==> src/rtl/fb_rect_compositor_if.sv <==
// fb_rect_compositor_if: rectangle-slot write bus and framebuffer pixel-write bus.
//   rect_wr/rect_idx/rect_x0..rect_y1/rect_color/rect_en : shadow slot write
//   commit                                          : request shadow->active copy at next frame start
//   fb_vsync/fb_we/fb_data/frame_done               : paced pixel stream to the framebuffer
// The compositor is the slave: it consumes slot writes and produces the pixel stream.
interface fb_rect_compositor_if #(
  parameter int COLOR_BITS = 18,
  parameter int IDX_BITS = 2
);
  logic rect_wr;
  logic [IDX_BITS-1:0] rect_idx;
  logic [9:0] rect_x0, rect_y0, rect_x1, rect_y1;
  logic [COLOR_BITS-1:0] rect_color;
  logic rect_en;
  logic commit;
  logic fb_vsync;
  logic fb_we;
  logic [COLOR_BITS-1:0] fb_data;
  logic frame_done;
  modport master (
    output rect_wr, rect_idx, rect_x0, rect_y0, rect_x1, rect_y1, rect_color, rect_en, commit,
    input fb_vsync, fb_we, fb_data, frame_done
  );
  modport slave (
    input rect_wr, rect_idx, rect_x0, rect_y0, rect_x1, rect_y1, rect_color, rect_en, commit,
    output fb_vsync, fb_we, fb_data, frame_done
  );
endinterface

==> src/rtl/fb_rect_compositor.sv <==
// fb_rect_compositor: raster-order rectangle compositor feeding a paced framebuffer write port.
//   clk, rst_n (async, active-low) : clock and reset
//   enable    : run frames continuously while high
//   bg_color  : colour of pixels no enabled rectangle covers
//   bus       : slot writes + commit in, fb_vsync/fb_we/fb_data/frame_done out
//   frame_cnt : frames started, wraps at 16 bits
module fb_rect_compositor #(
  parameter int WIDTH = 640,
  parameter int HEIGHT = 480,
  parameter int COLOR_BITS = 18,
  parameter int PIX_PERIOD = 4,
  parameter int NUM_RECTS = 4
) (
  input  logic clk,
  input  logic rst_n,
  input  logic enable,
  input  logic [COLOR_BITS-1:0] bg_color,
  fb_rect_compositor_if.slave bus,
  output logic [15:0] frame_cnt
);
  localparam int IW = NUM_RECTS > 1 ? $clog2(NUM_RECTS) : 1;
  localparam int PW = $clog2(PIX_PERIOD);
  localparam logic [PW-1:0] PACE_LD = PW'(PIX_PERIOD - 1);
  localparam logic [9:0] X_LAST = 10'(WIDTH - 1);
  localparam logic [9:0] Y_LAST = 10'(HEIGHT - 1);
  typedef enum logic [1:0] {IDLE, VSYNC, PIXEL} state_t;
  typedef struct packed {
    logic en;
    logic [9:0] x0, y0, x1, y1;
    logic [COLOR_BITS-1:0] color;
  } rect_t;
  state_t state, nxt;
  rect_t shadow [NUM_RECTS];
  rect_t active [NUM_RECTS];
  logic [9:0] x, y;
  logic [PW-1:0] pace;
  logic pending, tick, last;
  logic [COLOR_BITS-1:0] color, data_q;
  logic vsync_q, we_q, done_q;
  assign tick = state == PIXEL && pace == '0;
  assign last = tick && x == X_LAST && y == Y_LAST;
  assign bus.fb_vsync = vsync_q;
  assign bus.fb_we = we_q;
  assign bus.fb_data = data_q;
  assign bus.frame_done = done_q;
  always_comb begin
    nxt = state == IDLE ? (enable ? VSYNC : IDLE) :
          state == VSYNC ? PIXEL :
          last ? (enable ? VSYNC : IDLE) : PIXEL;
  end
  // Walk from lowest priority to highest so the lowest covering index wins.
  always_comb begin
    color = bg_color;
    for (int i = NUM_RECTS - 1; i >= 0; i--)
      if (active[i].en && x >= active[i].x0 && x < active[i].x1 &&
          y >= active[i].y0 && y < active[i].y1)
        color = active[i].color;
  end
  always_ff @(posedge clk or negedge rst_n)
    if (!rst_n) state <= IDLE;
    else state <= nxt;
  always_ff @(posedge clk or negedge rst_n) begin
    if (!rst_n) begin
      x <= '0;
      y <= '0;
      pace <= '0;
      pending <= 1'b0;
      frame_cnt <= '0;
      vsync_q <= 1'b0;
      we_q <= 1'b0;
      done_q <= 1'b0;
      data_q <= '0;
      for (int i = 0; i < NUM_RECTS; i++) begin
        shadow[i] <= '0;
        active[i] <= '0;
      end
    end else begin
      // Outputs lag the state by one cycle so every output is a plain register.
      vsync_q <= state == VSYNC;
      we_q <= tick;
      done_q <= last;
      if (tick) data_q <= color;
      if (bus.rect_wr)
        shadow[IW'(bus.rect_idx)] <= {bus.rect_en, bus.rect_x0, bus.rect_y0,
                                      bus.rect_x1, bus.rect_y1, bus.rect_color};
      // A commit in the VSYNC cycle survives the clear and applies next frame.
      pending <= bus.commit | (pending & (state != VSYNC));
      if (state == VSYNC) begin
        frame_cnt <= frame_cnt + 16'd1;
        x <= '0;
        y <= '0;
        pace <= PACE_LD;
        if (pending) active <= shadow;
      end
      if (state == PIXEL) begin
        pace <= tick ? PACE_LD : pace - 1'b1;
        if (tick) begin
          x <= x == X_LAST ? '0 : x + 10'd1;
          y <= x == X_LAST ? y + 10'd1 : y;
        end
      end
    end
  end
endmodule

==> src/flat_wrapper.sv <==
// flat-port wrapper written by rule: the top's interface ports become plain ports
module fb_rect_compositor_flat 
#(
  parameter int WIDTH = 640,
  parameter int HEIGHT = 480,
  parameter int COLOR_BITS = 18,
  parameter int PIX_PERIOD = 4,
  parameter int NUM_RECTS = 4
)
  (clk, rst_n, enable, bg_color, frame_cnt, bus_rect_wr, bus_rect_idx, bus_rect_x0, bus_rect_y0, bus_rect_x1, bus_rect_y1, bus_rect_color, bus_rect_en, bus_commit, bus_fb_vsync, bus_fb_we, bus_fb_data, bus_frame_done);
  fb_rect_compositor_if #(.COLOR_BITS(COLOR_BITS), .IDX_BITS(2)) bus_i ();
  input  logic clk;
  input  logic rst_n;
  input  logic enable;
  input  logic [COLOR_BITS-1:0] bg_color;
  output logic [15:0] frame_cnt;
  input wire logic [$bits(bus_i.rect_wr)-1:0] bus_rect_wr;
  input wire logic [$bits(bus_i.rect_idx)-1:0] bus_rect_idx;
  input wire logic [$bits(bus_i.rect_x0)-1:0] bus_rect_x0;
  input wire logic [$bits(bus_i.rect_y0)-1:0] bus_rect_y0;
  input wire logic [$bits(bus_i.rect_x1)-1:0] bus_rect_x1;
  input wire logic [$bits(bus_i.rect_y1)-1:0] bus_rect_y1;
  input wire logic [$bits(bus_i.rect_color)-1:0] bus_rect_color;
  input wire logic [$bits(bus_i.rect_en)-1:0] bus_rect_en;
  input wire logic [$bits(bus_i.commit)-1:0] bus_commit;
  output wire logic [$bits(bus_i.fb_vsync)-1:0] bus_fb_vsync;
  output wire logic [$bits(bus_i.fb_we)-1:0] bus_fb_we;
  output wire logic [$bits(bus_i.fb_data)-1:0] bus_fb_data;
  output wire logic [$bits(bus_i.frame_done)-1:0] bus_frame_done;
  assign bus_i.rect_wr = bus_rect_wr;
  assign bus_i.rect_idx = bus_rect_idx;
  assign bus_i.rect_x0 = bus_rect_x0;
  assign bus_i.rect_y0 = bus_rect_y0;
  assign bus_i.rect_x1 = bus_rect_x1;
  assign bus_i.rect_y1 = bus_rect_y1;
  assign bus_i.rect_color = bus_rect_color;
  assign bus_i.rect_en = bus_rect_en;
  assign bus_i.commit = bus_commit;
  assign bus_fb_vsync = bus_i.fb_vsync;
  assign bus_fb_we = bus_i.fb_we;
  assign bus_fb_data = bus_i.fb_data;
  assign bus_frame_done = bus_i.frame_done;
  fb_rect_compositor #(.WIDTH(WIDTH), .HEIGHT(HEIGHT), .COLOR_BITS(COLOR_BITS), .PIX_PERIOD(PIX_PERIOD), .NUM_RECTS(NUM_RECTS)) u_core (.clk(clk), .rst_n(rst_n), .enable(enable), .bg_color(bg_color), .bus(bus_i), .frame_cnt(frame_cnt));
endmodule
==> config.mk <==
export PLATFORM = sky130hd
export DESIGN_NAME = fb_rect_compositor_flat
export DESIGN_NICKNAME = d
export VERILOG_FILES = /design/src/rtl/fb_rect_compositor_if.sv /design/src/rtl/fb_rect_compositor.sv /design/src/flat_wrapper.sv
export SDC_FILE = /design/constraint.sdc
export NUM_CORES = 1
export LEC_CHECK = 0
export ABC_CLOCK_PERIOD_IN_PS = 6300
export CORE_MARGIN = 3
export CORE_UTILIZATION = 25
export CTS_BUF_LIST = sky130_fd_sc_hd__clkbuf_8
export DETAILED_ROUTE_END_ITERATION = 12
export GPL_ROUTABILITY_DRIVEN = 0
export HOLD_SLACK_MARGIN = 0.12
export PLACE_DENSITY = 0.49
export RECOVER_POWER = 50
export SYNTH_ARGS = -nofsm -noshare
export SYNTH_HDL_FRONTEND = slang
export SYNTH_SLANG_ARGS = --single-unit
==> constraint.sdc <==
create_clock -name clk -period 6.3 [get_ports clk]
set_input_delay 0.63 -clock clk [delete_from_list [all_inputs] [get_ports clk]]
set_output_delay 0.63 -clock clk [all_outputs]
set_load 0.02 [all_outputs]
==> run metrics, run 1 <==
Final Slew Violations 233; num ports roughly 120; # clock sinks 534; DIE HEIGHT 318.4 µm; Synth Instances 1,858; Placed Cells 3,192; min cycle time layout 4.348 ns; Worst Clk Skew 0.04183 ns; first-pass GRT wire length roughly 100,000 µm; Startpoint Class input port; worst hold path type reg2reg; syn_area_per_cell 13.13 µm²; Tot Pwr approximately 10 mW; non-filler cells, final 3,358; commonest cells after routing, fill and taps aside 534 x dfrtp_1, 473 x mux2_2, 183 x inv_1, 159 x ha_1, 118 x clkdlybuf4s50_1; ranking of synthesized cells by area dfrtp_1 55%, mux2_2 22%, ha_1 8.2%; filler cell count 9,722; routed length per placed instance 18.81 µm; Rel. slew slack -1.282; initial antenna violation count 8; Final period util 0.6901; Die Span X around 320 µm; maxcap violations 5; Leak Pwr 13.45 nW; Main synth FF type dfrtp_1; power density cells 355.9 mW/mm²; Vias 15,120; Fmax 230.0 MHz; Ys Warns 0; commonest non-fill, non-tap cell in the layout dfrtp_1; HPWL Detailed roughly 42,000 µm; crit path kind in2reg; Die Area between 0.1 and 0.15 mm²; worst path arrival time 4.89 ns; Mapped Area ~0.024 mm²; largest net degree at the start of global routing 163; clock buffer count from CTS between 90 and 100; Area Overhead vs Synth 18.95%; Setup crit end kind register; Initial Util 0.2546; failing checks max-capacitance violations, max-slew violations; Slew @ Worst Pin 3.423 ns; Setup TNS Final 0 ns; DRT iter0 DRCs 581; row cnt between 100 and 150; clk root buf clkbuf_8; vias in the first global route 16,415; ratio of cells with drive above 1 in the final layout 0.3008; Post-Syn Nets 2,101; peak supply drop 155.2 µV; EDFF count, synth 0; status finished, violations left; gr usage total 0.1255; cell accounting for the most synthesized area dfrtp_1; H-tree depth 3; RSZ-0062 raised after global routing no; Avg Vias per Cell about 4.5; nets approximately 2,300; asr flop ratio synth 1.000; post-route ant nets 0; crit-path max FO 40; total grt overflow 0; DRT Pass-1 Iters 5; post-synthesis sequential area ratio 0.5476; Cell variety after synth 57; Setup violations, final 0; IO Port Bufs between 100 and 150; CTS max path bufs 3; Post-route DRC 0; CTS tree done; Final Hold Viols 0; final wirelength 63,180 µm; core area 0.09586 mm²; clock latency on the worst-skew pair 0.70 ns; Worst Path Required 6.84 ns; #FFs+latches synth roughly 530; final worst hold slack 0.4651 ns; clock-pin slew on the worst setup and hold paths 0.06 ns; share of the synthesized area in the top cell type 0.5476
state kept, by name, summed over array words and instances (netlist names), 2 cells and up:
name	flops
u_core.active	236
u_core.shadow	236
u_core.bus.fb_data	18
u_core.frame_cnt	16
u_core.x	10
u_core.y	10
u_core.pace	2
u_core.state	2
critical path, cell delays in order:
cell	delay, ns
dlygate4sd3_1	0.58
nand3b_1	0.12
clkbuf_1	2.41
buf_4	0.71
mux2_2	0.40
through the flow:
step	instance area [µm²]	setup WS [ns]	utilization
2_1_floorplan	24400	3.454	-
3_3_place_gp	27140	3.086	0.2831
3_5_place_dp	27140	3.018	0.2831
4_1_cts	29060	2.984	0.3032
5_1_grt	29020	1.759	0.3028
6_report	29030	1.952	0.3028
cell usage after synthesis (all sizes together) (5+ instances only):
cell type,instances
and3,7
nand3,20
a211o,22
nand2,45
nor3,6
xor2,12
xnor2,10
inv,154
o2bb2ai,18
dfrtp,534
o211ai,7
nand4,14
a21oi,51
and4,6
o21a,7
a211oi,8
o21ai,48
ha,159
mux2,473
nor2,68
a21o,15
mux2i,19
a31oi,27
buf,23
nand2b,14
clkbuf,49
a2111oi,5
worst paths after layout:
check / slack (ns) / from / endpoint / depth (start not counted)
max: 1.95 / bus_rect_idx[1] / u_core.shadow[150]$_DFFE_PN0P_ / 5
min: 0.47 / u_core.frame_cnt[15]$_DFFE_PN0P_ / u_core.frame_cnt[15]$_DFFE_PN0P_ / 1
max reg2reg: 2.99 / u_core.x[2]$_DFF_PN0_ / u_core.bus.fb_data[13]$_DFFE_PN0P_ / 9
min reg2reg: 0.47 / u_core.frame_cnt[15]$_DFFE_PN0P_ / u_core.frame_cnt[15]$_DFFE_PN0P_ / 1
max in group asynchronous: 2.99 / rst_n / u_core.frame_cnt[6]$_DFFE_PN0P_ / 3
min in group asynchronous: 1.34 / rst_n / u_core.shadow[70]$_DFFE_PN0P_ / 2
logic make-up (layout without fill, tap and decap cells):
logic type | after synthesis | after routing | synth area share
buffers and inverters | 227 | 457 | 0.03579
AND/OR/NAND/NOR | 194 | 194 | 0.03835
multiplexers | 492 | 492 | 0.2260
other | 0 | 5 | 0
flip-flops | 534 | 534 | 0.5476
AO/OA/AOI/OAI | 230 | 230 | 0.06286
XOR/XNOR | 22 | 22 | 0.007895
adder cells (fa/ha/maj) | 159 | 159 | 0.08152
where the power goes:
part           internal (mW)  leakage [nW]  total, mW  switching (mW)
clock network           1.82          1.09       3.30            1.48
registers               4.25          6.70       4.73           0.480
logic                   1.16          5.66       2.31            1.15
total                   7.23          13.5       10.3            3.11
layer usage:
layer,GRT usage,routed length [µm],vias to the layer above
li1,-,-,6949
met1,0.1711,29860,7777
met2,0.2004,29390,294
met3,0.02745,2736,94
met4,0.03547,1155,6
met5,0,38,-
final cells by class:
type                       count  area (µm²)  share of cell area
multi-input combinational   1097       10180              0.3508
clock inverter                44       311.5             0.01073
sequential                   534       13360              0.4603
clock buffer                 116        1597             0.05500
antenna                        5       12.51           0.0004310
tap                         1265        1583             0.05452
inverter                     155       581.8             0.02004
timing repair buffer         142        1399             0.04819
what timing repair did:
| action | 4_1_cts | 5_1_grt |
|---|---|---|
| setup buffers | 0 | 0 |
| gates resized for setup | 0 | 0 |
| hold buffers | 1 | 0 |
| endpoints found under the hold margin | 104 | 0 |
No activity file was read; power rests on OpenSTA's default activity.
==> run 2, diff against run 1 <==
--- a/config.mk
+++ b/config.mk
@@ -5,14 +5,14 @@
 export SDC_FILE = /design/constraint.sdc
 export NUM_CORES = 1
 export LEC_CHECK = 0
-export ABC_CLOCK_PERIOD_IN_PS = 6300
+export ABC_CLOCK_PERIOD_IN_PS = 3700
 export CORE_MARGIN = 3
 export CORE_UTILIZATION = 25
 export CTS_BUF_LIST = sky130_fd_sc_hd__clkbuf_8
 export DETAILED_ROUTE_END_ITERATION = 12
 export GPL_ROUTABILITY_DRIVEN = 0
 export HOLD_SLACK_MARGIN = 0.12
-export PLACE_DENSITY = 0.49
+export PLACE_DENSITY = 0.5
 export RECOVER_POWER = 50
 export SYNTH_ARGS = -nofsm -noshare
 export SYNTH_HDL_FRONTEND = slang
==> constraint.sdc (replaced) <==
create_clock -name clk -period 3.7 [get_ports clk]
set_input_delay 0.37 -clock clk [delete_from_list [all_inputs] [get_ports clk]]
set_output_delay 0.37 -clock clk [all_outputs]
set_load 0.02 [all_outputs]
==> run metrics, run 2 (synthesized netlist as in run 1, its figures left out) <==
peak supply drop 348.1 µV (was 155.2 µV); Startpoint Class register (was input port); Final Hold Viols 0 (unchanged); row cnt 113 (unchanged); Fmax 314.2 MHz; Worst Path Required 4.29 ns (was 6.84 ns); Rel. slew slack -0.6687 (was -1.282); Setup violations, final 0 (unchanged); Die Span X 318.4 µm (unchanged); initial antenna violation count 9 (was 8); Die Area 0.1014 mm² (unchanged); clock-pin slew on the worst setup and hold paths 0.06 ns (about the same); # clock sinks 534 (unchanged); CTS max path bufs 3 (unchanged); final wirelength 64,570 µm (was 63,180 µm); vias in the first global route 16,339 (was 16,415); Leak Pwr 13.69 nW (was 13.45 nW); DIE HEIGHT 318.4 µm (unchanged); Area Overhead vs Synth 20.84% (was 18.95%); Placed Cells 3,218 (was 3,192); FF-to-FF setup slack 0.52 ns (was 2.99 ns); HPWL Detailed 44,500 µm (was 42,130 µm); core area 0.09586 mm² (unchanged); non-filler cells, final 3,399 (was 3,358); clk root buf clkbuf_8 (unchanged); Final period util 0.8601; Post-route DRC 0 (unchanged); routed length per placed instance 19.00 µm (was 18.81 µm); power density cells 600.9 mW/mm² (was 355.9 mW/mm²); worst hold path type in2reg (was reg2reg); Final Slew Violations 129 (was 233); status finished, violations left (unchanged); ratio of cells with drive above 1 in the final layout 0.3185 (was 0.3008); CTS tree done (unchanged); Slew @ Worst Pin 2.503 ns (was 3.423 ns); maxcap violations 2 (was 5); commonest non-fill, non-tap cell in the layout dfrtp_1 (unchanged); failing checks max-capacitance violations, max-slew violations (unchanged); Avg Vias per Cell 4.455 (was 4.503); post-CTS setup buffer count 0 (unchanged); H-tree depth 3 (unchanged); Resized cells post-CTS 0 (unchanged); commonest cells after routing, fill and taps aside 534 x dfrtp_1, 473 x mux2_2, 176 x inv_1, 159 x ha_1, 131 x clkbuf_8 (was 534 x dfrtp_1, 473 x mux2_2, 183 x inv_1, 159 x ha_1, 118 x clkdlybuf4s50_1); clock latency on the worst-skew pair 0.70 ns (about the same); RSZ-0062 raised after global routing no (unchanged); post-route ant nets 0 (unchanged); min cycle time layout 3.182 ns; Initial Util 0.2546 (unchanged); Setup TNS Final 0 ns (unchanged); Worst Clk Skew 0.04904 ns (was 0.04183 ns); largest net degree at the start of global routing 123 (was 163); first-pass GRT wire length 100,100 µm (was 99,640 µm); DRT Pass-1 Iters 5 (unchanged); gr usage total 0.1271 (was 0.1255); num ports 121 (unchanged); clock buffer count from CTS 95 (was 93); worst path arrival time 3.77 ns (was 4.89 ns); IO Port Bufs 120 (unchanged); Setup crit end kind register (unchanged); DRT iter0 DRCs 788 (was 581); nets 2,294 (was 2,266); Vias 15,143 (was 15,120); crit-path max FO 18 (was 40); total grt overflow 0 (unchanged); post-layout util 0.3076 (was 0.3028); crit path kind reg2reg (was in2reg)
run 2: area by class of cell:
class / count / area [µm²]
antenna: 5 / 12.51
clock buffer: 131 / 1803
clock inverter: 44 / 221.5
fill: 9753 / 66370
inverter: 155 / 581.8
multi-input combinational: 1097 / 10200
sequential: 534 / 13360
tap: 1265 / 1583
timing repair buffer: 168 / 1730
run 2: where the power goes:
group	leakage (nW)	internal [mW]	switching, mW	total [mW]
clock	1.14	3.16	2.51	5.66
sequential	6.70	7.23	0.804	8.04
combinational	5.85	2.00	2.02	4.02
run 2: worst max-delay path: stages, from the launching register on:
cell and delay (ns):
dfrtp_1 0.63, ha_1 0.32, a211oi_1 0.39, o211ai_1 0.18, and4_4 0.23, or4_4 0.65
mux2i_1 0.20, a211o_1 0.31, a31oi_1 0.17
run 2: worst paths after layout:
kind | from | endpoint | depth (start not counted)
min in group asynchronous | rst_n | u_core.shadow[70]$_DFFE_PN0P_ | 2
max in group asynchronous | rst_n | u_core.active[136]$_DFFE_PN0P_ | 3
worst max-delay path | u_core.y[1]$_DFFE_PN0P_ | u_core.bus.fb_data[17]$_DFFE_PN0P_ | 8
worst min-delay path | enable | u_core.state[0]$_DFF_PN0_ | 2
worst max register to register | u_core.y[1]$_DFFE_PN0P_ | u_core.bus.fb_data[17]$_DFFE_PN0P_ | 8
worst min register to register | u_core.frame_cnt[15]$_DFFE_PN0P_ | u_core.frame_cnt[15]$_DFFE_PN0P_ | 1
run 2: what timing repair did:
item / CTS / global route
endpoints found under the setup margin: 0 / 0
hold buffers: 1 / 0
hold endpoints to repair: 64 / 0
run 2: through the flow:
step / power (mW) / hold slack (ns) / setup WS, ns / area (µm²)
2_1_floorplan: 10.46 / 0.07441 / 0.8536 / 24400
3_3_place_gp: 12.07 / 0.3992 / 0.5945 / 27490
3_5_place_dp: 12.22 / 0.3941 / 0.5267 / 27490
4_1_cts: 18.05 / 0.2001 / 0.5160 / 29520
5_1_grt: 18.88 / 0.2351 / 0.3453 / 29480
6_report: 17.72 / 0.2732 / 0.5177 / 29490
run 2: layer usage:
layer / global-route usage / part of all wire / vias up
met4: 0.03506 / 0.024 / 2
li1: - / - / 6980
met2: 0.2131 / 0.48 / 286
met1: 0.1640 / 0.45 / 7763
met3: 0.02942 / 0.043 / 112
met5: 0 / 0.00011 / -
